<file path="config.mk">
export PLATFORM = sky130hd
export DESIGN_NAME = seg7_scan_decoder
export DESIGN_NICKNAME = d
export VERILOG_FILES = /design/src/rtl/seg7_scan_decoder.sv
export SDC_FILE = /design/constraint.sdc
export NUM_CORES = 1
export LEC_CHECK = 0
export ABC_CLOCK_PERIOD_IN_PS = 2370
export CAP_MARGIN = 15
export CORE_ASPECT_RATIO = 1.75
export CORE_UTILIZATION = 51
export DETAILED_ROUTE_END_ITERATION = 10
export PLACE_DENSITY = 0.81
export SYNTH_ARGS = -nofsm -noshare
export SYNTH_HDL_FRONTEND = slang
export SYNTH_SLANG_ARGS = --single-unit
export TNS_END_PERCENT = 5
</file>
<file path="constraint.sdc">
create_clock -name clk -period 2.37 [get_ports clk]
set_input_delay 0.474 -clock clk [delete_from_list [all_inputs] [get_ports clk]]
set_output_delay 0.474 -clock clk [all_outputs]
set_load 0.005 [all_outputs]
</file>
<file path="src/rtl/seg7_scan_decoder.sv">
// Snoops a multiplexed active-low 7-segment bus, qualifies each digit for stability,
// decodes it to hex and presents a complete frame of NUM_DIGITS nibbles on valid/ready.
module seg7_scan_decoder #(
    parameter int unsigned NUM_DIGITS    = 4,
    parameter int unsigned STABLE_CYCLES = 4
) (
    input  logic                    clk,
    input  logic                    rst_n,
    input  logic [6:0]              seg_in,
    input  logic [NUM_DIGITS-1:0]   an_in,
    input  logic                    out_ready,
    output logic                    out_valid,
    output logic [4*NUM_DIGITS-1:0] out_digits,
    output logic [NUM_DIGITS-1:0]   out_invalid,
    output logic                    out_overrun
);

    localparam logic [7:0] StableMax = 8'(STABLE_CYCLES);

    logic [6:0]              prev_seg_q;
    logic [NUM_DIGITS-1:0]   prev_an_q;
    logic [7:0]              stable_cnt_q, stable_cnt_d;
    logic [NUM_DIGITS-1:0]   captured_q, captured_d;
    logic [4*NUM_DIGITS-1:0] slot_q, slot_d;
    logic [NUM_DIGITS-1:0]   inv_q, inv_d;
    logic                    valid_q, valid_d;
    logic [4*NUM_DIGITS-1:0] digits_q, digits_d;
    logic [NUM_DIGITS-1:0]   invalid_q, invalid_d;
    logic                    overrun_q, overrun_d;

    logic                    same;
    logic [NUM_DIGITS-1:0]   sel;
    logic                    one_hot;
    logic                    capture;
    logic                    frame_done;
    logic                    xfer;
    logic [4:0]              dec;

    // Returns {illegal, nibble}; unknown glyphs decode to nibble 0 with the flag set.
    function automatic logic [4:0] decode(input logic [6:0] s);
        logic [4:0] r;
        case (s)
            7'h40:   r = 5'h00;
            7'h79:   r = 5'h01;
            7'h24:   r = 5'h02;
            7'h30:   r = 5'h03;
            7'h19:   r = 5'h04;
            7'h12:   r = 5'h05;
            7'h02:   r = 5'h06;
            7'h78:   r = 5'h07;
            7'h00:   r = 5'h08;
            7'h10:   r = 5'h09;
            7'h08:   r = 5'h0A;
            7'h03:   r = 5'h0B;
            7'h46:   r = 5'h0C;
            7'h21:   r = 5'h0D;
            7'h06:   r = 5'h0E;
            7'h0E:   r = 5'h0F;
            default: r = 5'h10;
        endcase
        return r;
    endfunction

    always_comb begin
        same    = ({an_in, seg_in} == {prev_an_q, prev_seg_q});
        sel     = ~an_in;
        one_hot = (sel != '0) && ((sel & (sel - NUM_DIGITS'(1))) == '0);
        dec     = decode(seg_in);

        if (!same) begin
            stable_cnt_d = 8'd1;
        end else if (stable_cnt_q == StableMax) begin
            stable_cnt_d = stable_cnt_q;
        end else begin
            stable_cnt_d = stable_cnt_q + 8'd1;
        end

        // Only the transition into saturation captures, so a long hold fires once.
        capture = same && (stable_cnt_q == StableMax - 8'd1) && one_hot;
    end

    always_comb begin
        slot_d     = slot_q;
        inv_d      = inv_q;
        captured_d = captured_q;
        if (capture) begin
            for (int i = 0; i < NUM_DIGITS; i++) begin
                if (sel[i]) begin
                    slot_d[4*i +: 4] = dec[3:0];
                    inv_d[i]         = dec[4];
                    captured_d[i]    = 1'b1;
                end
            end
        end
        frame_done = capture && (&captured_d);
        if (frame_done) begin
            captured_d = '0;
        end
    end

    always_comb begin
        xfer      = valid_q && out_ready;
        valid_d   = valid_q;
        digits_d  = digits_q;
        invalid_d = invalid_q;
        overrun_d = 1'b0;
        if (frame_done) begin
            if (!valid_q || xfer) begin
                valid_d   = 1'b1;
                digits_d  = slot_d;
                invalid_d = inv_d;
            end else begin
                overrun_d = 1'b1;
            end
        end else if (xfer) begin
            valid_d = 1'b0;
        end
    end

    always_ff @(posedge clk or negedge rst_n) begin
        if (!rst_n) begin
            prev_seg_q   <= 7'h7F;
            prev_an_q    <= '1;
            stable_cnt_q <= 8'd0;
            captured_q   <= '0;
            slot_q       <= '0;
            inv_q        <= '0;
            valid_q      <= 1'b0;
            digits_q     <= '0;
            invalid_q    <= '0;
            overrun_q    <= 1'b0;
        end else begin
            prev_seg_q   <= seg_in;
            prev_an_q    <= an_in;
            stable_cnt_q <= stable_cnt_d;
            captured_q   <= captured_d;
            slot_q       <= slot_d;
            inv_q        <= inv_d;
            valid_q      <= valid_d;
            digits_q     <= digits_d;
            invalid_q    <= invalid_d;
            overrun_q    <= overrun_d;
        end
    end

    assign out_valid   = valid_q;
    assign out_digits  = digits_q;
    assign out_invalid = invalid_q;
    assign out_overrun = overrun_q;

endmodule

</file>
* Yosys cells after proc, flatten, opt, wreduce, memory -nomap -nowiden
Index checks and enable logic that the tools add are counted.
Storage, ports and cells: output and inout bits 22, logic and storage cells 72, register bits after elaboration 65, bits of input ports 14
Cells by class: bitwise logic cells 2, mux-type cells 24, add/sub/neg operators 2, reductions and logical operators 14, eq/ne operators 20
Operators with widths (count):
- $pmux W5 S16 | 1
- $eq A7 B7 Y1 const B | 4
- $mux W4 | 7
- $eq A7 B5 Y1 const B | 3
- $eq A7 B6 Y1 const B | 3
- $mux W16 | 1
- $mux W8 | 2
- $eq A7 B2 Y1 const B | 2
- $eq A7 B4 Y1 const B | 2
- $mux W1 | 13
- $eq A11 B11 Y1 | 1
- $add A8 B1 Y8 const B | 1
- $eq A8 B2 Y1 const B | 1
- $eq A8 B3 Y1 const B | 1
- $eq A7 B3 Y1 const B | 1
- $logic_not A7 Y1 | 1
- $logic_and A1 B1 Y1 | 5
- $and A4 B4 Y4 | 1
- $logic_not A4 Y1 | 1
- $not A4 Y4 | 1
- $reduce_and A2 Y1 | 2
- $reduce_and A4 Y1 | 1
- $reduce_bool A4 Y1 | 1
- $sub A4 B1 Y4 const B | 1
- other kinds (5) | 5

* Depth between registers and ports, before layout
Gate-level depths: netlist of run 1.
depth after elaboration 11, mapped depth 8, depth with buffers taken out 6

* Least setup slack after synthesis of run 1
Ideal clock, no wire load.
path kind flip-flop to flip-flop, start register stable_cnt_q[0], end register digits_q[14] (netlist: out_digits[14]), stages on the path, launching flop included 7, data required time 2.245 ns, arrival time 2.137 ns, slack 0.109 ns, setup time 0.125 ns, period minus slack after synthesis 2.261 ns, buffers on the path 0, path through dfrtp_1 ha_1 nor4b_4 nand3_2 nor4_2 mux2_2 mux2_2
Between the ends: elaborated cells between the ends (all ways) 8, classes of those cells eq/ne (1); mux (2); reduce/logical (5)
RTL lines:
- start, declared | line 22 | logic [7:0] stable_cnt_q, stable_cnt_d;
- start signal, assigned | line 135 | stable_cnt_q <= stable_cnt_d;
- $eq A8 B2 Y1 | line 79 | capture = same && (stable_cnt_q == StableMax - 8'd1) && one_hot;
- $logic_and A1 B1 Y1 (2 in series) | line 79
- $mux W16 | line 86 | if (capture) begin
- named net slot_d[14] | line 24 | logic [4*NUM_DIGITS-1:0] slot_q, slot_d;
- end signal, assigned | line 140 | digits_q <= digits_d;
- end, declared | line 27 | logic [4*NUM_DIGITS-1:0] digits_q, digits_d;
The timed path passes the listed nets, and every way through them passes these cells. A chain may end at the register's enable or synchronous reset.

* Final worst setup path of run 1
start input an_in[3], end register invalid_q[3] (netlist: out_invalid[3])
Between the ends: word-level cells in the longest chain between the ends 10, elaborated cells between the ends (all ways) 16, classes of those cells add/sub (1); eq/ne (1); mux (4); bitwise (2); reduce/logical (8)
RTL lines:
- start, declared | line 10 | input logic [NUM_DIGITS-1:0] an_in,
- $not A4 Y4 | line 66 | sel = ~an_in;
- $sub A4 B1 Y4 | line 67 | one_hot = (sel != '0) && ((sel & (sel - NUM_DIGITS'(1))) == '0);
- $and A4 B4 Y4 | line 67
- $logic_not A4 Y1 | line 67
- $logic_and A1 B1 Y1 | line 67
- $logic_and A1 B1 Y1 | line 79
- $mux W4 | line 86
- $reduce_and A4 Y1 | line 95 | frame_done = capture && (&captured_d);
- $logic_and A1 B1 Y1 | line 95
- $reduce_and A2 Y1 (no line)
- end signal, assigned | line 141 | invalid_q <= invalid_d;
- end, declared | line 28 | logic [NUM_DIGITS-1:0] invalid_q, invalid_d;
Parallel ways exist; a longest one is shown, timed or not.

==> results of run 1 <==
sequential cells by signal, indices dropped and copies added (netlist names):
name / flops
prev_an_q: 4
stable_cnt_q: 8
out_overrun: 1
slot_q: 16
out_invalid: 4
out_digits: 16
inv_q: 4
out_valid: 1
captured_q: 4
prev_seg_q: 7
metrics by stage:
stage | utilization | hold WS [ps] | TNS, ps
global route | 0.709 | 141 | -117
finish | 0.709 | 125 | 0
global placement | 0.660 | 456 | -6260
floorplan | - | 178 | 0
CTS | 0.705 | 141 | 0
detailed placement | 0.660 | 471 | -7690
path summary, 6_finish.rpt:
check | startpoint | endpoint | slack, ps | cells after the start
max | an_in[3] | out_invalid[3]$_DFFE_PN0P_ | 30 | 7
max in group asynchronous | rst_n | prev_seg_q[1]$_DFF_PN1_ | 1930 | 2
min in group clk | slot_q[12]$_DFF_PN0_ | slot_q[12]$_DFF_PN0_ | 500 | 2
min reg2reg | slot_q[12]$_DFF_PN0_ | slot_q[12]$_DFF_PN0_ | 500 | 2
max reg2reg | stable_cnt_q[1]$_DFFE_PN0P_ | out_digits[2]$_DFFE_PN0P_ | 90 | 8
min | rst_n | stable_cnt_q[5]$_DFFE_PN0P_ | 130 | 2
metal layers:
layer	track usage	wire, µm
met4	0.133	265
met5	0	0
met3	0.0583	242
met2	0.491	4680
met1	0.275	2960
synth_stat cells (all sizes together) (2+ instances only):
| cell type | number | area share |
|---|---|---|
| xor2 | 5 | 0.014 |
| nor4 | 6 | 0.019 |
| and4b | 5 | 0.015 |
| mux2 | 16 | 0.056 |
| nand2 | 7 | 0.0081 |
| nand4 | 5 | 0.0096 |
| mux2i | 5 | 0.015 |
| nand3 | 14 | 0.023 |
| and2 | 2 | 0.0042 |
| a21oi | 10 | 0.015 |
| o21ai | 22 | 0.034 |
| o221ai | 2 | 0.0054 |
| clkbuf | 9 | 0.010 |
| nor4bb | 2 | 0.0062 |
| inv | 16 | 0.019 |
| a22oi | 2 | 0.0046 |
| dfrtp | 54 | 0.42 |
| nor2b | 3 | 0.0058 |
| nand2b | 3 | 0.0058 |
| ha | 2 | 0.0077 |
| o211ai | 6 | 0.014 |
| or3b | 4 | 0.011 |
| or4 | 6 | 0.015 |
| and3 | 5 | 0.010 |
| xnor2 | 12 | 0.032 |
| nor3 | 9 | 0.017 |
| nor4b | 2 | 0.010 |
| dfstp | 11 | 0.089 |
| a211oi | 6 | 0.014 |
| nor2 | 21 | 0.024 |
| and4 | 2 | 0.0054 |
| buf | 7 | 0.010 |
| o21a | 3 | 0.0069 |
| nor3b | 3 | 0.0069 |
logic make-up after synthesis:
group / count (synthesis) / share of synthesized area
flip-flops: 65 / 0.506
AND/OR/NAND/NOR: 103 / 0.208
multiplexers: 21 / 0.0710
buffers and inverters: 32 / 0.0394
AO/OA/AOI/OAI: 61 / 0.123
XOR/XNOR: 17 / 0.0459
adder cells (fa/ha/maj): 2 / 0.00771
power by group through the flow:
stage	clock (mW)	combinational, mW	sequential (mW)
5_1_grt	1.34	0.217	1.13
3_5_place_dp	0	0.196	1.15
3_3_place_gp	0	0.190	1.15
2_1_floorplan	0	0.0787	1.15
6_report	1.27	0.199	1.13
4_1_cts	1.29	0.197	1.13
layout make-up:
cell class                      count  share of cell area
Tap cell                           80              0.0228
Inverter                           16              0.0137
Clock buffer                       10              0.0314
Multi-Input combinational cell    204               0.341
Sequential cell                    65               0.374
Timing Repair Buffer               92               0.186
Clock inverter                      6              0.0311
repair_timing:
item,4_1_cts,5_1_grt
endpoints found under the setup margin,1,15
resized for setup,1,6
setup buffers,1,0
pin swaps,0,1
worst reg2reg max path, cell delays in order, from the launching register on:
cell     delay, ps
dfrtp_1        420
ha_2           210
nor4b_4        260
buf_4          190
nand3_1        120
nor4_2         190
buf_4          170
mux2_2         340
mux2_2         260
==> results.cfg, run 1 <==
[clock_network]
cts_buffers = 9
htreeDepth = 3
cts_tree = built
cts-root-buf = clkbuf_8
clock_sinks = 65
holdBufCountCts = 0
clk_pin_slew_ps = 70
cts_buffer_depth = 2
clk_latency_ps = 350

[setup_path]
worstPathMaxFanout = 7
crit_slowest_cell = or4_4
worst_ep_arrival_time_ps = 2620
critPathTopFamily = simple AND/OR/NAND/NOR gates
end_kind = register
worstPathRequired_ps = 2650
start_kind = input port
crit_buf_inv = 2
critical_path_class = input port to register
max_stage_delay_ps = 590
worstPathCellList = clkdlybuf4s50_1 > buf_4 > and4b_1 > nand3_2 > or4_4 > or3b_4 > a21oi_1

[timing]
min_period_over_period = 0.989
hold_viol = 0
finClkSkew_ps = 9.75
slew_viol_final = 0
max_freq_mhz = 427
worst_pin_slew_ps = 390
slew_headroom = 0.736
rsz0062_at_grt = true
setup_ws_ps = 27.0
fin_crit_ps = 2340
setup_violations = 0

[floorplanning]
fp.dieW_um = 62.3
core_mm2 = 0.00618
rows = 38
io_pins = 36
die_y_um = 107
fp.dieArea_mm2 = 0.00669
initial_core_util = 0.525

[placement]
gp_congestion = 0.902
hpwl_um = 5690
post-place-cells = 456
placed_area_mm2 = 0.00408
pre_cts_ws_ps = -313
numPortBuffers = 35

[layout]
layout.cells.non_filler = 473
final_common_cell = dfrtp_1
drive_gt1_frac = 0.305
register_area_mm2 = 0.00164
fillerInstances = 466
final_cell_mix = 54 x dfrtp_1, 53 x buf_4, 34 x clkdlybuf4s50_1
finalInstanceArea_mm2 = 0.00438
area_delta_synth_final_pct = 35.1
multiInputGateArea_mm2 = 0.00149
antenna_cells = 0
nets = 404

[yosys]
syn_inst = 301
synth.avg_cell_area_um2 = 10.8
synth.distinct_cells = 57
synthArstFlopShare = 1.00
syn_nets = 317
ys_ff_latch = 65
synth_warnings = 0
synth_area_mm2 = 0.00324
synth-seq-area-share = 0.506
synth-edff-count = 0
synth_ff_type = dfrtp_1

[detailed_routing]
detail_route.drc_violations = 0
postRouteAntennaNets = 0
vias = 2728
drt-initial-drc-count = 127
via_per_inst = 5.77
dr.pass1.iters = 4
wl_per_cell_um = 17.2
routed_wl_um = 8150

[power_and_ir_drop]
power_frac_comb = 0.076
vdd_ir_drop_max_mv = 0.449
p_int_mw = 2.06
totalPowerFinal_mw = 2.60
sw_frac_of_total = 0.209
powerDensity_mw_per_mm2 = 593
p_switching_mw = 0.545
p_clk_frac = 0.489
power_leakage_nw = 1.95
power_frac_seq = 0.435

[grt]
grt_util_all_layers = 0.264
antenna_found_initial = 0
grt_pass1_vias = 2880
grt_pass1_wl_um = 13500
grt_max_degree = 66
overflow = 0

[run]
cap_violations = 0

[status]
status = complete, no violations

[hold_path]
hold_path_class = input port to asynchronous set/reset pin
(Power assumes the default switching activity.)
==> inputs of run 2 (changes only) <==
--- a/config.mk
+++ b/config.mk
@@ -5,12 +5,13 @@
 export SDC_FILE = /design/constraint.sdc
 export NUM_CORES = 1
 export LEC_CHECK = 0
-export ABC_CLOCK_PERIOD_IN_PS = 2370
+export ABC_CLOCK_PERIOD_IN_PS = 2100
 export CAP_MARGIN = 15
 export CORE_ASPECT_RATIO = 1.75
 export CORE_UTILIZATION = 51
 export DETAILED_ROUTE_END_ITERATION = 10
 export PLACE_DENSITY = 0.81
+export SLEW_MARGIN = 20
 export SYNTH_ARGS = -nofsm -noshare
 export SYNTH_HDL_FRONTEND = slang
 export SYNTH_SLANG_ARGS = --single-unit
==> constraint.sdc (replaced) <==
create_clock -name clk -period 2.1 [get_ports clk]
set_input_delay 0.42 -clock clk [delete_from_list [all_inputs] [get_ports clk]]
set_output_delay 0.42 -clock clk [all_outputs]
set_load 0.02 [all_outputs]
==> run 2 against run 1 <==
The flow now finishes with violations (setup timing). Cell count increased by 1.1%. Critical path depth down 1. Combinational power rose by 15%. Sequential share of layout area fell by 0.97 points. Setup slack worse by 240 ps. Die area did not move.
==> results.cfg, run 2 (same netlist as run 1, synthesis figures left out) <==
[timing]
finClkSkew_ps = 10.7
fin_crit_ps = 2310
max_freq_mhz = 433
worst_pin_slew_ps = 464
slew_headroom = 0.688
slew_viol_final = 0
rsz0062_at_grt = true
setup_ws_ps = -210
hold_viol = 0
min_period_over_period = 1.10
setup_violations = 24

[clock_network]
clk_pin_slew_ps = 70
htreeDepth = 3
clk_latency_ps = 350
holdBufCountCts = 0
cts-root-buf = clkbuf_8
cts_buffers = 9
cts_tree = built
clock_sinks = 65
cts_buffer_depth = 2

[detailed_routing]
routed_wl_um = 8180
wl_met3_um = 245
vias = 2764
met2_length_um = 4560
dr.pass1.iters = 4
wl_per_cell_um = 17.1
via_per_inst = 5.78
postRouteAntennaNets = 0
m1WireLength_um = 3170
detail_route.drc_violations = 0
top_layer = met4
drt-initial-drc-count = 138

[setup_path]
crit_slowest_cell = or4_4
reg2reg_depth = 6
r2r_end = out_invalid[0]$_DFFE_PN0P_
crit_buf_inv = 1
critical_path_class = register to register
max_stage_delay_ps = 560
worst_ep_arrival_time_ps = 2530
start_kind = register
worstPathCellList = xnor2_1 > nand4_1 > buf_6 > or4_4 > a211oi_1 > a21oi_2
end_kind = register
worstPathMaxFanout = 5
worstPathRequired_ps = 2320
reg2reg_from = prev_an_q[1]$_DFF_PN1_
critPathTopFamily = simple AND/OR/NAND/NOR gates
rrSetupSlack_ps = -210

[layout]
final_cell_mix = 56 x buf_4, 54 x dfrtp_1, 23 x clkdlybuf4s50_1
drive_gt1_frac = 0.344
final_common_cell = buf_4
nets = 409
antenna_cells = 0
finalInstanceArea_mm2 = 0.00450
area_delta_synth_final_pct = 38.7
fin_util = 0.728

[grt]
antenna_found_initial = 0
grt_max_degree = 66
overflow = 0
grt_pass1_wl_um = 12900
grt_pass1_vias = 2792
grt_util_all_layers = 0.251

[floorplanning]
fp.dieW_um = 62.3
io_pins = 36
initial_core_util = 0.525
rows = 38
die_y_um = 107
core_mm2 = 0.00618
fp.dieArea_mm2 = 0.00669

[placement]
gp_congestion = 0.841
placed_area_mm2 = 0.00412
numPortBuffers = 35
hpwl_um = 5510

[power_and_ir_drop]
power_leakage_nw = 2.05
powerDensity_mw_per_mm2 = 582
vdd_ir_drop_max_mv = 0.519

[run]
cap_violations = 0

[status]
violations = setup timing
status = complete, but fails checks

[hold_path]
hold_path_class = input port to asynchronous set/reset pin
==> run 2: cell count changes in the layout (fill, tap and decap cells not counted), moves of 4 or more <==
cell,delta
clkdlybuf4s50_1,-11
dlygate4sd2_1,+10
mux2_2,-6
mux2_4,+6
nor4_4,+5
nor4_2,-4
o21ai_1,+4
==> run 2: timing repair <==
action                                 4_1_cts  5_1_grt
pin swaps                                    3        9
buffers inserted                             1        3
endpoints found under the hold margin        0        0
setup endpoints to repair                   30       31
gates cloned                                 0        1
gates resized for setup                     22       23
==> run 2: worst max path at each step <==
stage                            start                    endpoint  slack, ps  depth (start not counted)
5_1_grt         prev_an_q[1]$_DFF_PN1_  out_invalid[1]$_DFFE_PN0P_       -310                          6
3_5_place_dp                 seg_in[0]  out_invalid[3]$_DFFE_PN0P_       -550                          7
2_1_floorplan  prev_seg_q[4]$_DFF_PN1_   out_digits[2]$_DFFE_PN0P_        -60                          6
6_report        prev_an_q[1]$_DFF_PN1_  out_invalid[0]$_DFFE_PN0P_       -210                          6
3_3_place_gp                 seg_in[0]  out_digits[14]$_DFFE_PN0P_       -510                          8
4_1_cts         prev_an_q[0]$_DFF_PN1_  out_invalid[3]$_DFFE_PN0P_       -130                          6
==> run 2: layout make-up <==
cell class	count	area [µm²]
clock inverter	5	61.3
clock buffer	11	151
tap	80	100
multi-input combinational	204	1640
inverter	16	60.1
fill	432	1680
sequential	65	1640
timing repair buffer	97	850
==> run 2: where the power goes <==
part	total (mW)	switching [mW]	internal [mW]
clock network	1.11	0.496	0.616
registers	1.28	0.00607	1.27
logic	0.229	0.127	0.102
total	2.62	0.629	1.99
==> run 2: stage by stage <==
step / setup WS, ps / hold slack, ps / cells / setup TNS, ps / total power [mW]
2_1_floorplan: -63.5 / 124 / 301 / -473 / 1.39
3_3_place_gp: -513 / 453 / 457 / -17270 / 1.52
3_5_place_dp: -550 / 457 / 457 / -18810 / 1.52
4_1_cts: -128 / 92.0 / 474 / -1370 / 2.62
5_1_grt: -314 / 114 / 478 / -4710 / 2.71
6_report: -210 / 81.1 / 478 / -2030 / 2.62
==> run 2: routing by layer <==
| layer | GRT usage | vias up |
|---|---|---|
| li1 | - | 1288 |
| met5 | 0 | - |
| met1 | 0.274 | 1398 |
| met4 | 0.131 | 0 |
| met3 | 0.0466 | 17 |
| met2 | 0.458 | 61 |
